`config.mk`:
```
export PLATFORM = sky130hd
export DESIGN_NAME = router_fsm_1x3
export DESIGN_NICKNAME = d
export VERILOG_FILES = /design/src/rtl/router_fsm_1x3.sv
export SDC_FILE = /design/constraint.sdc
export NUM_CORES = 1
export LEC_CHECK = 0
export BUFFER_PORTS_ARGS = -buffer_cell sky130_fd_sc_hd__buf_2
export CORE_AREA = 8 8 45 47
export DETAILED_ROUTE_END_ITERATION = 8
export DIE_AREA = 0 0 53 55
export PLACE_DENSITY = 0.69
export SKIP_LAST_GASP = 1
export SYNTH_ARGS = -nofsm -noshare
export SYNTH_HDL_FRONTEND = slang
export SYNTH_SLANG_ARGS = --single-unit
```
`constraint.sdc`:
```
create_clock -name clk -period 3.49 [get_ports clk]
set_input_delay 0.1745 -clock clk [delete_from_list [all_inputs] [get_ports clk]]
set_output_delay 0.1745 -clock clk [all_outputs]
set_load 0.02 [all_outputs]
```
`src/rtl/router_fsm_1x3.sv`:
```
// Control FSM for a 1-in/3-out packet router: address decode and load sequencing into the target FIFO.
// Latency: Moore outputs decoded from the state register, so they change one cycle after the causing input.
// Backpressure: fifo_full stalls loading, a non-empty target FIFO holds the header, and a soft reset aborts.
module router_fsm_1x3 (
  input  logic       clk,
  input  logic       resetn,
  input  logic       pkt_valid,
  input  logic       soft_reset_0,
  input  logic       soft_reset_1,
  input  logic       soft_reset_2,
  input  logic       fifo_full,
  input  logic       fifo_empty_0,
  input  logic       fifo_empty_1,
  input  logic       fifo_empty_2,
  input  logic       low_pkt_valid,
  input  logic       parity_done,
  input  logic [1:0] data_in,
  output logic       detect_add,
  output logic       ld_state,
  output logic       laf_state,
  output logic       full_state,
  output logic       write_en_reg,
  output logic       rst_int_reg,
  output logic       lfd_state,
  output logic       busy
);

  // Every 3-bit encoding is a named state; the default arm in the
  // next-state logic still steers any corrupted value back to decode.
  typedef enum logic [2:0] {
    DECODE_ADDRESS     = 3'd0,
    LOAD_FIRST_DATA    = 3'd1,
    LOAD_DATA          = 3'd2,
    FIFO_FULL_STATE    = 3'd3,
    LOAD_AFTER_FULL    = 3'd4,
    LOAD_PARITY        = 3'd5,
    CHECK_PARITY_ERROR = 3'd6,
    WAIT_TILL_EMPTY    = 3'd7
  } state_t;

  state_t     r_state;
  state_t     w_next_state;
  logic [1:0] r_addr;

  logic       w_addr_ok;
  logic       w_empty_din;
  logic       w_empty_addr;
  logic       w_soft_rst;
  logic       w_addr_load;

  // Address 3 is not a real output port and must never start a packet.
  assign w_addr_ok   = (data_in != 2'd3);
  assign w_addr_load = (r_state == DECODE_ADDRESS) && pkt_valid && w_addr_ok;

  // Select the empty flag of the port named by the incoming header.
  always_comb begin
    w_empty_din = 1'b0;
    case (data_in)
      2'd0:    w_empty_din = fifo_empty_0;
      2'd1:    w_empty_din = fifo_empty_1;
      2'd2:    w_empty_din = fifo_empty_2;
      default: w_empty_din = 1'b0;
    endcase
  end

  // Select the empty flag of the port the current packet is bound to.
  always_comb begin
    w_empty_addr = 1'b0;
    case (r_addr)
      2'd0:    w_empty_addr = fifo_empty_0;
      2'd1:    w_empty_addr = fifo_empty_1;
      2'd2:    w_empty_addr = fifo_empty_2;
      default: w_empty_addr = 1'b0;
    endcase
  end

  // Only the timeout of the port this packet targets may abort it.
  always_comb begin
    w_soft_rst = 1'b0;
    case (r_addr)
      2'd0:    w_soft_rst = soft_reset_0;
      2'd1:    w_soft_rst = soft_reset_1;
      2'd2:    w_soft_rst = soft_reset_2;
      default: w_soft_rst = 1'b0;
    endcase
  end

  // Capture the destination port when a valid header is accepted.
  always_ff @(posedge clk or negedge resetn) begin
    if (!resetn) begin
      r_addr <= 2'b00;
    end else if (w_addr_load) begin
      r_addr <= data_in;
    end
  end

  // State register.
  always_ff @(posedge clk or negedge resetn) begin
    if (!resetn) begin
      r_state <= DECODE_ADDRESS;
    end else begin
      r_state <= w_next_state;
    end
  end

  // Next-state logic; a matching soft reset overrides every transition.
  always_comb begin
    w_next_state = r_state;
    if (w_soft_rst) begin
      w_next_state = DECODE_ADDRESS;
    end else begin
      case (r_state)
        DECODE_ADDRESS: begin
          if (pkt_valid && w_addr_ok) begin
            w_next_state = w_empty_din ? LOAD_FIRST_DATA : WAIT_TILL_EMPTY;
          end
        end
        LOAD_FIRST_DATA: begin
          w_next_state = LOAD_DATA;
        end
        LOAD_DATA: begin
          // A full FIFO outranks the end of the packet.
          if (fifo_full) begin
            w_next_state = FIFO_FULL_STATE;
          end else if (!pkt_valid) begin
            w_next_state = LOAD_PARITY;
          end
        end
        FIFO_FULL_STATE: begin
          if (!fifo_full) begin
            w_next_state = LOAD_AFTER_FULL;
          end
        end
        LOAD_AFTER_FULL: begin
          // Parity already captured means the packet is finished.
          if (parity_done) begin
            w_next_state = DECODE_ADDRESS;
          end else if (low_pkt_valid) begin
            w_next_state = LOAD_PARITY;
          end else begin
            w_next_state = LOAD_DATA;
          end
        end
        LOAD_PARITY: begin
          w_next_state = CHECK_PARITY_ERROR;
        end
        CHECK_PARITY_ERROR: begin
          w_next_state = fifo_full ? FIFO_FULL_STATE : DECODE_ADDRESS;
        end
        WAIT_TILL_EMPTY: begin
          if (w_empty_addr) begin
            w_next_state = LOAD_FIRST_DATA;
          end
        end
        default: begin
          w_next_state = DECODE_ADDRESS;
        end
      endcase
    end
  end

  // Moore outputs: pure decodes of the state register.
  assign detect_add   = (r_state == DECODE_ADDRESS);
  assign lfd_state    = (r_state == LOAD_FIRST_DATA);
  assign ld_state     = (r_state == LOAD_DATA);
  assign laf_state    = (r_state == LOAD_AFTER_FULL);
  assign full_state   = (r_state == FIFO_FULL_STATE);
  assign rst_int_reg  = (r_state == CHECK_PARITY_ERROR);
  assign write_en_reg = (r_state == LOAD_DATA) || (r_state == LOAD_PARITY) ||
                        (r_state == LOAD_AFTER_FULL);
  assign busy         = !((r_state == DECODE_ADDRESS) || (r_state == LOAD_DATA));

endmodule

```
==> impl.org <==
** Route
- Routed via count :: 511
- After detailed routing, the average wire length per cell comes to 12.9 microns.
- For this block, the routed nets add up to 1.27 mm of wire.
- Via-per-instance ratio :: 5.21
- Antenna viol nets, final :: 0
- Number of detailed-route iterations in the first pass :: 4
- After detailed routing, the number of remaining DRC violations is 0.
- In this run, the number of DRC markers left after iteration 0 of detailed routing was 5.

** Global route
- Across every metal layer, demand over resource in global routing totals 0.0927.
- The number of antenna violations at the first check in global routing is 0.
- The via count of the first global-routing pass was 534.
- Total overflow reported by the global router :: 0
- The first global-routing pass estimated 2.06 mm of wire.
- Pin count of the biggest net entering global routing :: 12

** Synthesis
- Post-synthesis cell type count :: 33
- Post-Syn Instances :: 59
- After synthesis, the cell types taking the most area are dfrtp_1, nand2b_1, o31ai_2.
- Counting every net in the synthesized netlist gives 73.
- Fraction of registers with async set or reset after synthesis :: 1.00
- The share of the Yosys chip area taken by registers is 0.249.
- Synthesized area :: 502 sq um
- Post-synthesis sequential element count :: 5
- Synth Warn # :: 0
- Avg Synthesized Cell Area :: 8.50 sq um
- The share of synthesized area in the top cell type comes to 0.249.
- Post-synthesis cell type with the largest combined area :: dfrtp_1
- Number of enable-type register cells in the synthesized netlist :: 0
- Top FF cell, synth :: dfrtp_1

** Finish
- Syn-to-layout area delta :: 29.4%
- Total inserted antenna cells :: 0
- The final layout contains 97 nets.
- Layout cell share with drive strength beyond 1 :: 0.415

** Clock tree
- TritonCTS built the clock tree.
- Register clock-pin slew on the reported worst setup and hold paths :: 0.04 ns
- Number of H-tree levels :: 1
- In this run, CTS created clock tree buffers numbering 3.
- Master cell of the clock root buffer :: clkbuf_4
- Maximum buffer depth of the clock tree :: 2
- Post-CTS repair changed the size of 0 cells.
- Number of buffers inserted for hold repair after clock tree synthesis :: 1
- Counting every sink on the clock net gives 5.
- Skew-Pair Late Insertion Delay :: 0.24 ns
- Setup Buffers After CTS :: 0

** Timing
- The worst pin sits at a relative slew slack of 0.699.
- Setup repair after global routing left no endpoint under its margin.
- Final max-slew violation count :: 0
- At the pin with the least slew margin, the transition time is 0.447 ns.
- Number of endpoints with negative hold slack in the final report :: 0
- Tmin final :: 1.62 ns
- Of the available clock period, the critical path in the final layout requires 0.463.
- Post-Route Setup TNS :: 0 ns
- Timing would allow up to 0.619 GHz.
- Count of endpoints failing setup in the final report :: 0
- The worst path meets setup with 1.87 ns of slack.
- The clock arrives with 0.00350 ns of skew.

** Die
- The region available for standard cell placement spans 1380 sq um.
- The initialized floorplan defines 14 standard-cell rows.
- For this design the top-level I/O count stands at 22.
- Initial core utilization :: 0.363
- Die Outline Area :: 2920 sq um
- The die is 53 microns wide.
- Measured along the y axis, the die boundary spans 55 microns.

** Critical path
- Worst setup EP type :: flop
- The worst setup path is launched from a flop.
- Counting cells, the worst reg-to-reg path comes to 4.
- In this run the worst path has a maximum fanout of 11.
- At the worst endpoint, the arrival time is 1.73 ns.
- The critical path in this run is classified as flop to flop.
- STA puts the critical path data required time at 3.60 ns.

** Placed design
- RD Place Congestion :: 0.797
- Before CTS, the worst setup slack after placement is 1.90 ns.
- HPWL Detailed :: 1.02 mm
- IO buf count :: 21

** Pwr
- Dividing total power by cell area gives a power density of 824 nW/um^2.
- Total power :: 0.535 mW
- Summed over all cells, the static leakage comes to 0.329 nW.
- The worst-case IR drop observed on VDD is 367 uV.

** Job
- Max Cap Viol :: 0

** Worst hold path
- Hold/Removal Path Class :: input port to async pin

** Status
- Run status :: finished clean
[cell usage after synthesis (2+ instances only)]
cell      number
a21oi_1        4
dfrtp_1        5
inv_1          2
nand2_1        5
nand2b_1       6
nor2_1         4
o211ai_1       2
o21ai_0        4
o31ai_2        2
or3_4          2
[report_power, final]
| group | switching, mW | internal [mW] | total (mW) |
|---|---|---|---|
| registers | 0.0466 | 0.0857 | 0.132 |
| clock network | 0.0223 | 0.0431 | 0.0654 |
| logic | 0.185 | 0.153 | 0.337 |
[cells in the final DEF, fill, tap and decap left out, drive strengths merged, types with 2 or more instances in the layout]
master	count
nand2b	6
o31ai	2
nand2	5
buf	21
clkbuf	4
mux2	2
or2	2
o211ai	2
or3	2
a21oi	4
dfrtp	5
o21ai	4
inv	3
nor2	4
[flip-flops by register name, indices dropped and copies added (netlist names)]
| register | flops |
|---|---|
| r_state | 3 |
| r_addr | 2 |
[kinds of logic after synthesis]
kind of cell	Yosys count	share of synthesized area
AND/OR/NAND/NOR	26	0.312
AO/OA/AOI/OAI	19	0.317
buffers and inverters	6	0.0498
flip-flops	5	0.249
multiplexers	3	0.0723
[per-layer routing]
layer  share of wire  global-route usage  vias up
li1                -                   -      258
met5               0                   0        -
met4               0              0.0517        0
met2            0.51               0.164       20
met1            0.41              0.0968      233
met3           0.076              0.0267        0
[layout make-up]
| class | instances | area, sq um |
|---|---|---|
| Timing Repair Buffer | 22 | 115 |
| Multi-Input combinational cell | 48 | 352 |
| Clock buffer | 4 | 26.3 |
| Tap cell | 16 | 20.0 |
| Sequential cell | 5 | 125 |
| Inverter | 3 | 11.3 |
| Fill cell | 154 | 734 |
[metrics by stage]
| stage | util | cells | area [sq um] | hold WS (ns) |
|---|---|---|---|---|
| after floorplan | - | 59 | 502 | -0.121 |
| after global placement | 0.443 | 93 | 613 | -0.0103 |
| after detailed placement | 0.443 | 93 | 613 | -0.0100 |
| after CTS | 0.469 | 98 | 649 | 0.262 |
| after global routing | 0.469 | 98 | 649 | 0.268 |
| final | 0.469 | 98 | 649 | 0.270 |
[critical path: stages (launching register included)]
cell,delay [ns]
dfrtp_1,0.47
or3b_2,0.50
a21oi_1,0.24
or3_4,0.20
o21ai_0,0.08
[final timing paths]
path | startpoint | to | slack, ns
worst max-delay path | r_state[0] | r_state[0] | 1.87
worst min-delay path | resetn | r_addr[0] | 0.27
worst max register to register | r_state[0] | r_state[0] | 1.87
worst min register to register | r_addr[1] | r_addr[1] | 0.60
max in group asynchronous | resetn | r_state[0] | 3.09
min in group clk | data_in[1] | r_addr[1] | 0.27
(Power assumes the default switching activity.)
